## src/rtl/adc_frame_reader.sv

```systemverilog
// adc_frame_reader: waits until all four channel FIFOs hold a sample, pops
// them together, sign-extends the 24-bit samples and presents one aligned
// frame with a sequence number on a valid/ready interface. A skew monitor
// flags channel FIFOs that stay out of step while the reader is idle.
module adc_frame_reader #(
  parameter int SAMPLE_MSB   = 31,
  parameter int SAMPLE_W     = 24,
  parameter int SKEW_TIMEOUT = 64,
  parameter int SEQ_W        = 16
) (
  input  logic                    system_clock,
  input  logic                    reset_n,
  input  logic [3:0]              fifo_rdempty,
  input  logic [31:0]             fifo_q0,
  input  logic [31:0]             fifo_q1,
  input  logic [31:0]             fifo_q2,
  input  logic [31:0]             fifo_q3,
  output logic [3:0]              fifo_rdreq,
  output logic                    frame_valid,
  input  logic                    frame_ready,
  output logic signed [31:0]      ch0,
  output logic signed [31:0]      ch1,
  output logic signed [31:0]      ch2,
  output logic signed [31:0]      ch3,
  output logic [SEQ_W-1:0]        frame_seq,
  output logic                    desync_err,
  output logic [2:0]              state
);

  localparam int SKEW_CW = $clog2(SKEW_TIMEOUT + 1);
  localparam logic [SKEW_CW-1:0] SKEW_MAX  = SKEW_CW'(SKEW_TIMEOUT);
  localparam logic [SKEW_CW-1:0] SKEW_LAST = SKEW_CW'(SKEW_TIMEOUT - 1);

  typedef enum logic [2:0] {
    IDLE    = 3'd0,
    READ    = 3'd1,
    CAPTURE = 3'd2,
    PRESENT = 3'd3
  } state_t;

  state_t               state_q;
  state_t               state_d;
  logic                 capture_en;
  logic                 handshake;
  logic                 all_ready;
  logic                 partial;
  logic [SKEW_CW-1:0]   skew_cnt;
  logic                 unused_raw_bits;

  // Pull the sample field out of a raw FIFO word and sign-extend it to 32 bits.
  function automatic logic signed [31:0] sext_sample(input logic [31:0] raw);
    logic signed [SAMPLE_W-1:0] s;
    s = raw[SAMPLE_MSB -: SAMPLE_W];
    return {{(32-SAMPLE_W){s[SAMPLE_W-1]}}, s};
  endfunction

  assign all_ready = (fifo_rdempty == 4'b0000);
  assign partial   = (fifo_rdempty != 4'b0000) && (fifo_rdempty != 4'b1111);
  assign handshake = frame_valid & frame_ready;
  assign state     = state_q;
  // Bits outside the sample field are deliberately ignored.
  assign unused_raw_bits = ^{fifo_q0, fifo_q1, fifo_q2, fifo_q3};

  // FSM state register.
  always_ff @(posedge system_clock or negedge reset_n) begin
    if (!reset_n) state_q <= IDLE;
    else          state_q <= state_d;
  end

  // Next-state and read-request decode; the read is re-qualified on empty flags
  // so a FIFO that is empty at the read cycle is never popped.
  always_comb begin
    state_d    = state_q;
    fifo_rdreq = 4'b0000;
    capture_en = 1'b0;
    case (state_q)
      IDLE:    if (all_ready) state_d = READ;
      READ: begin
        if (all_ready) begin
          fifo_rdreq = 4'b1111;
          state_d    = CAPTURE;
        end else begin
          state_d    = IDLE;
        end
      end
      CAPTURE: begin
        capture_en = 1'b1;
        state_d    = PRESENT;
      end
      PRESENT: if (frame_ready) state_d = IDLE;
      default: state_d = IDLE;
    endcase
  end

  // Frame registers: capture one cycle after the pop, hold until handshake.
  always_ff @(posedge system_clock or negedge reset_n) begin
    if (!reset_n) begin
      ch0         <= '0;
      ch1         <= '0;
      ch2         <= '0;
      ch3         <= '0;
      frame_valid <= 1'b0;
      frame_seq   <= '0;
    end else if (capture_en) begin
      ch0         <= sext_sample(fifo_q0);
      ch1         <= sext_sample(fifo_q1);
      ch2         <= sext_sample(fifo_q2);
      ch3         <= sext_sample(fifo_q3);
      frame_valid <= 1'b1;
    end else if (handshake) begin
      frame_valid <= 1'b0;
      frame_seq   <= frame_seq + 1'b1;
    end
  end

  // Skew monitor: count idle cycles with some but not all FIFOs empty.
  always_ff @(posedge system_clock or negedge reset_n) begin
    if (!reset_n) begin
      skew_cnt   <= '0;
      desync_err <= 1'b0;
    end else if ((state_q == IDLE) && partial) begin
      if (skew_cnt != SKEW_MAX)  skew_cnt   <= skew_cnt + 1'b1;
      if (skew_cnt == SKEW_LAST) desync_err <= 1'b1;
    end else begin
      skew_cnt <= '0;
    end
  end

endmodule

```

## config.mk

```make
export PLATFORM = sky130hd
export DESIGN_NAME = adc_frame_reader
export DESIGN_NICKNAME = d
export VERILOG_FILES = /design/src/rtl/adc_frame_reader.sv
export SDC_FILE = /design/constraint.sdc
export NUM_CORES = 1
export LEC_CHECK = 0
export ABC_AREA = 1
export CAP_MARGIN = 20
export CELL_PAD_IN_SITES_DETAIL_PLACEMENT = 0
export CELL_PAD_IN_SITES_GLOBAL_PLACEMENT = 1
export CORE_ASPECT_RATIO = 0.8
export CORE_MARGIN = 3
export CORE_UTILIZATION = 30
export DETAILED_ROUTE_END_ITERATION = 6
export GPL_TIMING_DRIVEN = 0
export PLACE_DENSITY = 0.87
export SETUP_SLACK_MARGIN = 0.02
export SYNTH_ARGS = -nofsm -noshare
export SYNTH_HDL_FRONTEND = slang
export SYNTH_SLANG_ARGS = --single-unit
export TNS_END_PERCENT = 20
```

## constraint.sdc

```tcl
create_clock -name system_clock -period 2.1 [get_ports system_clock]
set_clock_uncertainty 0.2 [all_clocks]
set_input_delay 0.21 -clock system_clock [delete_from_list [all_inputs] [get_ports system_clock]]
set_output_delay 0.21 -clock system_clock [all_outputs]
set_load 0.005 [all_outputs]
```

==> reports/metrics.csv, run 1 <==
stage,metric,value,unit
outcome,status,"complete, no violations",
synthesis,syn_area,5320,µm²
setup_path,timing.rr.end,ch0[4],
timing,finalMaxSlewViolations,0,
cts,clockRootBuffer,clkbuf_16,
synthesis,synth_seq_cells,123,
detailed_routing,drc_errors,0,
final_layout,finalNonFillerCells,1124,
timing,grt_setup_unrepaired,true,
place,gp_congestion,0.8105,
synthesis,ys_types,30,
synthesis,syn-num-nets,752,
pwr,total_leakage_power,4.248,nW
grt,gr-total-overflow,0,
pwr,power.density,1427,nW/µm²
cts,numClockSinks,123,
synthesis,synth.avg_cell_area,8.665,µm²
setup_path,worstPathArrival,1580,ps
cts,cts_tree,yes,
final_layout,layout.nets,1029,
cts,worst_skew_pair.late_latency,410,ps
setup_path,rr_startpoint,state[1],
cts,clkTransAtPathRegs,60,ps
worst_hold_path,hp-start,fifo_q2[17],
worst_hold_path,hold_path_class,input pin to flip-flop,
floorplan,num_rows,42,
grt,grt_pass1_vias,4776,
setup_path,start_kind,flip-flop,
synthesis,synth.mux.area_fraction,0,
synthesis,yosys.area_share.simple,0.2940,
timing,min_period_over_period,0.9455,
setup_path,crit_type,flip-flop to output pin,
synthesis,synth_top_family_by_area,simple AND/OR/NAND/NOR gates,
synthesis,yosysSeqAreaShare,0.5786,
timing,max_freq,503.7,MHz
floorplan,dieArea,19380,µm²
place,port_buffers,254,
grt,grt_pass1_wl,25.65,mm
pwr,irDropWorstVdd,0.7050,mV
timing,finalSetupViolCount,0,
detailed_routing,final_antenna_net_count,0,
final_layout,drive_gt1_frac,0.1173,
detailed_routing,vias,4767,
cts,htreeDepth,4,
detailed_routing,wire_per_inst,14.22,µm
grt,grt.total_usage,0.1667,
floorplan,start_util,0.3134,
timing,final.min_clock_period,1986,ps
synthesis,synth_compound_area_frac,0.006585,
floorplan,core,16970,µm²
detailed_routing,viasPerCell,4.241,
setup_path,reg2regPathDepth,6,
final_layout,antennaDiodeCount,0,
detailed_routing,routed_wl,15.99,mm
flow_run,cap_violations,0,
synthesis,ys.warnings.count,0,
final_layout,syn_to_final_growth,64.44,%
pwr,totalPowerFinal,12.49,mW
synthesis,synth_xor_area_frac,0.01976,
worst_hold_path,whs_endpoint,ch2[9],
cts,numCtsBuffers,17,
floorplan,dieWidth,154.9,µm
floorplan,io_pins,288,
worst_hold_path,hold-path-cell-count,3,
detailed_routing,firstDrtPassIters,4,
timing,relSlewSlack,0.5939,
setup_path,crit_path_end_kind,output pin,
floorplan,die_h,125.1,µm
grt,antenna_found_initial,0,
synthesis,synth_ff_type,dfrtp_1,
setup_path,r2r_setup_slack,420,ps
setup_path,path_max_fanout,10,
synthesis,syn_inst,614,
timing,tightestPinTransition,609.2,ps
synthesis,synthArstFlopShare,1.000,
timing,hold_viol,0,
grt,grt_max_degree,63,
setup_path,critPathRequiredTime,1690,ps
place,dpl.hpwl,11.82,mm
cts,cts.path.max_buffers,2,
synthesis,synth-adder-area-share,0.007056,
detailed_routing,drt_iter0_markers,190,
timing,fin_hold_ws,118.6,ps
synthesis,synth-edff-count,0,
place,place_inst,1089,
[power breakdown]
group	switching, mW	internal [mW]
combinational	2.31	3.38
clock	1.17	1.56
sequential	0.679	3.39
[placed cells by master (no fill, tap or decap), types with 2 or more instances in the layout]
cell type          n
clkinv_2           2
inv_2              3
inv_1             24
nand2_1          331
clkinv_4           3
dfrtp_2            2
clkinvlp_4         3
nor3_1             2
clkbuf_1           5
nor2_1            19
buf_2             10
clkbuf_16         17
buf_4             44
dfrtp_1          121
ha_1               3
nand3_1           12
xor2_1             5
nand4_1            7
nand3_2            2
nor2_2             2
nor2_4             2
o21ai_0            3
clkdlybuf4s50_1  249
buf_6              2
inv_6              6
dlygate4sd2_1      2
nand3b_1           2
xnor2_1            7
[through the flow]
step	worst slack (ps)	instance area [µm²]	setup TNS, ps	util
floorplan	618.9	5320	0	-
global placement	-4442	8138	-546200	0.4794
detailed placement	-315.3	8167	-1153	0.4811
CTS	77.21	8747	0	0.5153
global route	5.016	8748	0	0.5154
finish	114.5	8748	0	0.5154
[worst max path at each step]
stage | startpoint | endpoint | depth (start not counted)
finish | ch0[23] | ch0[26] | 2
detailed placement | fifo_rdempty[0] | fifo_rdreq[2] | 6
global route | ch0[23] | ch0[26] | 2
global placement | reset_n | ch3[17] | 1
CTS | ch3[23] | ch3[24] | 2
floorplan | frame_seq[0] | frame_seq[14] | 8
[registers in the layout, summed over array words and instances (netlist names)]
signal / count
frame_valid: 1
ch0: 24
ch3: 24
skew_cnt: 7
frame_seq: 16
desync_err: 1
ch1: 24
ch2: 24
state: 2
[logic make-up after synthesis]
logic type | Yosys count
other | 1
adder cells (fa/ha/maj) | 3
AND/OR/NAND/NOR | 385
buffers and inverters | 84
XOR/XNOR | 12
flip-flops | 123
AO/OA/AOI/OAI | 6
[final cells by class]
class                   instances  area (µm²)
plain buffers                  57       395.4
multi-input cells             407        1757
repair buffers                258        2589
flip-flops and latches        123        3080
inverters                      27       101.3
clock inverters                14       111.4
fillers                      1610        8225
well taps                     220       275.3
clock buffers                  18       439.2
[Yosys cell counts, types with 2 or more instances]
cell,n,area (µm²)
nand2_1,331,1242
dfrtp_1,123,3078
buf_4,40,300.3
inv_1,24,90.09
nor2_1,19,71.32
nand3_1,12,60.06
buf_2,10,50.05
nand4_1,7,43.79
xnor2_1,7,61.31
clkbuf_1,5,18.77
xor2_1,5,43.79
ha_1,3,37.54
inv_2,3,11.26
nor3_1,3,15.01
o21ai_0,3,15.01
nand3_2,2,20.02
nand3b_1,2,15.01
nor2_2,2,12.51
nor2_4,2,22.52
[timing repair]
action	in CTS	in global routing
endpoints found under the setup margin	4	7
pin swaps	1	0
hold buffers	1	0
resized for setup	7	1
hold endpoints to repair	61	0
setup buffers	2	0
[metal layers]
| layer | share of wire | vias up | global-route usage |
|---|---|---|---|
| li1 | - | 2384 | - |
| met5 | 0 | - | 0 |
| met1 | 0.43 | 2151 | 0.2156 |
| met3 | 0.12 | 16 | 0.08808 |
| met4 | 0.012 | 0 | 0.04309 |
| met2 | 0.44 | 216 | 0.2461 |
[worst max-delay path, cell delays in order, from the launching register on]
cell             delay (ps)
dfrtp_1                 510
buf_4                   160
clkdlybuf4s50_1         490
Power figures use the tool's default switching activity.
==> inputs of run 2 (changes only) <==
--- a/config.mk
+++ b/config.mk
@@ -6,12 +6,12 @@
 export NUM_CORES = 1
 export LEC_CHECK = 0
 export ABC_AREA = 1
-export CAP_MARGIN = 20
 export CELL_PAD_IN_SITES_DETAIL_PLACEMENT = 0
 export CELL_PAD_IN_SITES_GLOBAL_PLACEMENT = 1
 export CORE_ASPECT_RATIO = 0.8
 export CORE_MARGIN = 3
 export CORE_UTILIZATION = 30
+export CTS_CLUSTER_DIAMETER = 50
 export DETAILED_ROUTE_END_ITERATION = 6
 export GPL_TIMING_DRIVEN = 0
 export PLACE_DENSITY = 0.87
==> run 2 against run 1 <==
Critical endpoint unchanged; global-route usage is the same; sequential power is essentially flat; total power is the same; maximum frequency is the same; via count is the same; clock power is essentially flat; first-iteration DRC count is the same; highest routed layer unchanged; core utilization is the same; hold slack is the same.
==> reports/metrics.csv, run 2 (same netlist as run 1, synthesis figures left out) <==
stage,metric,value,unit,change
setup_path,crit_path_end_kind,output pin,,unchanged
pwr,p_seq_frac,0.326,,about the same
setup_path,critPathRequiredTime,1690,ps,about the same
pwr,power.share.clock,0.219,,about the same
grt,gr-total-overflow,0,,unchanged
detailed_routing,viasPerCell,4.241,,unchanged
cts,htreeDepth,4,,unchanged
cts,cts_tree,yes,,unchanged
floorplan,num_rows,42,,unchanged
pwr,p_comb_frac,0.455,,about the same
cts,worst_skew_pair.late_latency,410,ps,about the same
grt,antenna_found_initial,0,,unchanged
pwr,total_leakage_power,4.248,nW,unchanged
timing,final.min_clock_period,1986,ps,unchanged
grt,grt_pass1_wl,25.65,mm,unchanged
setup_path,r2r_setup_slack,420,ps,about the same
floorplan,core,16970,µm²,unchanged
timing,min_period_over_period,0.9455,,unchanged
final_layout,antennaDiodeCount,0,,unchanged
floorplan,dieWidth,154.9,µm,unchanged
setup_path,crit_chain,buf_4 -> clkdlybuf4s50_1,,unchanged
timing,tightestPinTransition,609.2,ps,unchanged
setup_path,crit_path_start,ch0[23],,unchanged
setup_path,timing.rr.end,ch0[4],,unchanged
timing,grt_setup_unrepaired,true,,unchanged
detailed_routing,drc_errors,0,,unchanged
pwr,irDropWorstVdd,0.7050,mV,unchanged
setup_path,critical_path_buf_inv_count,2,,unchanged
setup_path,crit_type,flip-flop to output pin,,unchanged
worst_hold_path,hold_path_class,input pin to flip-flop,,unchanged
setup_path,rr_startpoint,state[1],,unchanged
timing,max_freq,503.7,MHz,unchanged
place,gp_congestion,0.8105,,unchanged
pwr,totalPowerFinal,12.49,mW,unchanged
timing,finalMaxSlewViolations,0,,unchanged
final_layout,drive_gt1_frac,0.1173,,unchanged
setup_path,critical-path-slowest-cell,dfrtp_1,,unchanged
floorplan,dieArea,19380,µm²,unchanged
cts,cts.path.max_buffers,2,,unchanged
detailed_routing,drt_iter0_markers,190,,unchanged
timing,finalSetupViolCount,0,,unchanged
place,place_inst,1089,,unchanged
place,dpl.hpwl,11.82,mm,unchanged
outcome,status,"complete, no violations",,unchanged
detailed_routing,routed_wl,15.99,mm,unchanged
timing,relSlewSlack,0.5939,,unchanged
detailed_routing,firstDrtPassIters,4,,unchanged
flow_run,cap_violations,0,,unchanged
timing,hold_viol,0,,unchanged
final_layout,final_common_cell,nand2_1,,unchanged
grt,grt.total_usage,0.1667,,unchanged
floorplan,die_h,125.1,µm,unchanged
setup_path,endpoint,ch0[26],,unchanged
cts,clockRootBuffer,clkbuf_16,,unchanged
grt,grt_max_degree,63,,unchanged
final_layout,layout.nets,1029,,unchanged
floorplan,start_util,0.3134,,unchanged
setup_path,worstPathArrival,1580,ps,about the same
final_layout,fillCellCount,1610,,unchanged
floorplan,io_pins,288,,unchanged
cts,clkTransAtPathRegs,60,ps,about the same
detailed_routing,final_antenna_net_count,0,,unchanged
detailed_routing,vias,4767,,unchanged
setup_path,reg2regPathDepth,6,,unchanged
cts,numCtsBuffers,17,,unchanged
detailed_routing,wire_per_inst,14.22,µm,unchanged
cts,numClockSinks,123,,unchanged
pwr,switching_share,0.3332,,unchanged
setup_path,path_max_fanout,10,,unchanged
final_layout,syn_to_final_growth,64.44,%,unchanged
setup_path,max_stage_delay,510,ps,about the same
pwr,power.density,1427,nW/µm²,unchanged
final_layout,finalNonFillerCells,1124,,unchanged
setup_path,worst-path-stages,2,,unchanged
place,port_buffers,254,,unchanged
final_layout,final_cell_mix,"nand2_1 (331), clkdlybuf4s50_1 (249), dfrtp_1 (121), buf_4 (44), inv_1 (24)",,unchanged
setup_path,start_kind,flip-flop,,unchanged
pwr,p_sw,4.160,mW,unchanged
pwr,p_int,8.327,mW,unchanged
grt,grt_pass1_vias,4776,,unchanged
setup_path,crit_family,buffers and inverters,,unchanged
-- run 2: cell counts in the layout (fill, tap and decap cells not counted) --
Identical to the previous run, type by type.
-- run 2: final cells by class --
cell class / instances / area [µm²] / share of cell area
plain buffers: 57 / 395.4 / 0.04519
clock buffers: 18 / 439.2 / 0.05020
clock inverters: 14 / 111.4 / 0.01273
inverters: 27 / 101.3 / 0.01158
multi-input cells: 407 / 1757 / 0.2008
flip-flops and latches: 123 / 3080 / 0.3521
well taps: 220 / 275.3 / 0.03146
repair buffers: 258 / 2589 / 0.2959
-- run 2: power by group through the flow --
| stage | clock network [mW] | registers [mW] | logic (mW) |
|---|---|---|---|
| 2_1_floorplan | 0 | 4.10 | 2.22 |
| 3_3_place_gp | 0 | 4.07 | 5.69 |
| 3_5_place_dp | 0 | 4.07 | 5.77 |
| 4_1_cts | 2.80 | 4.07 | 5.83 |
| 5_1_grt | 2.90 | 4.22 | 6.33 |
| 6_report | 2.73 | 4.07 | 5.69 |
-- run 2: worst min-delay path by stage --
stage / end / cells past startpoint / from / slack, ps
3_3_place_gp: desync_err / 1 / desync_err / 260
3_5_place_dp: ch0[3] / 1 / reset_n / 30
6_report: ch2[9] / 3 / fifo_q2[17] / 120
4_1_cts: ch2[9] / 3 / fifo_q2[17] / 100
2_1_floorplan: ch0[0] / 0 / reset_n / -290
5_1_grt: ch2[9] / 3 / fifo_q2[17] / 110
-- run 2: timing repair --
item,in CTS,in global routing
hold endpoints to repair,61,0
buffers inserted,2,0
setup endpoints to repair,4,7
resized for setup,7,1
cloned,0,0
pin swaps,1,0
hold buffers,1,0
-- run 2: metrics by stage --
step	TNS [ps]	instance area, µm²	worst slack [ps]	hold slack [ps]	utilization
2_1_floorplan	0	5320	618.9	-285.6	-
3_3_place_gp	-546200	8138	-4442	258.8	0.4794
3_5_place_dp	-1153	8167	-315.3	29.74	0.4811
4_1_cts	0	8747	77.21	101.2	0.5153
5_1_grt	0	8748	5.016	106.0	0.5154
6_report	0	8748	114.5	118.6	0.5154
-- run 2: metal layers --
metal / track usage / vias up / routed length [µm]
met5: 0 / - / 0
met4: 0.04309 / 0 / 187
met3: 0.08808 / 16 / 1932
met2: 0.2461 / 216 / 6972
met1: 0.2156 / 2151 / 6894
li1: - / 2384 / -
-- run 2: worst min-delay path, delay by kind of cell --
kind	cells	cell delay, ps
buffers and inverters	1	390
AND/OR/NAND/NOR	2	100
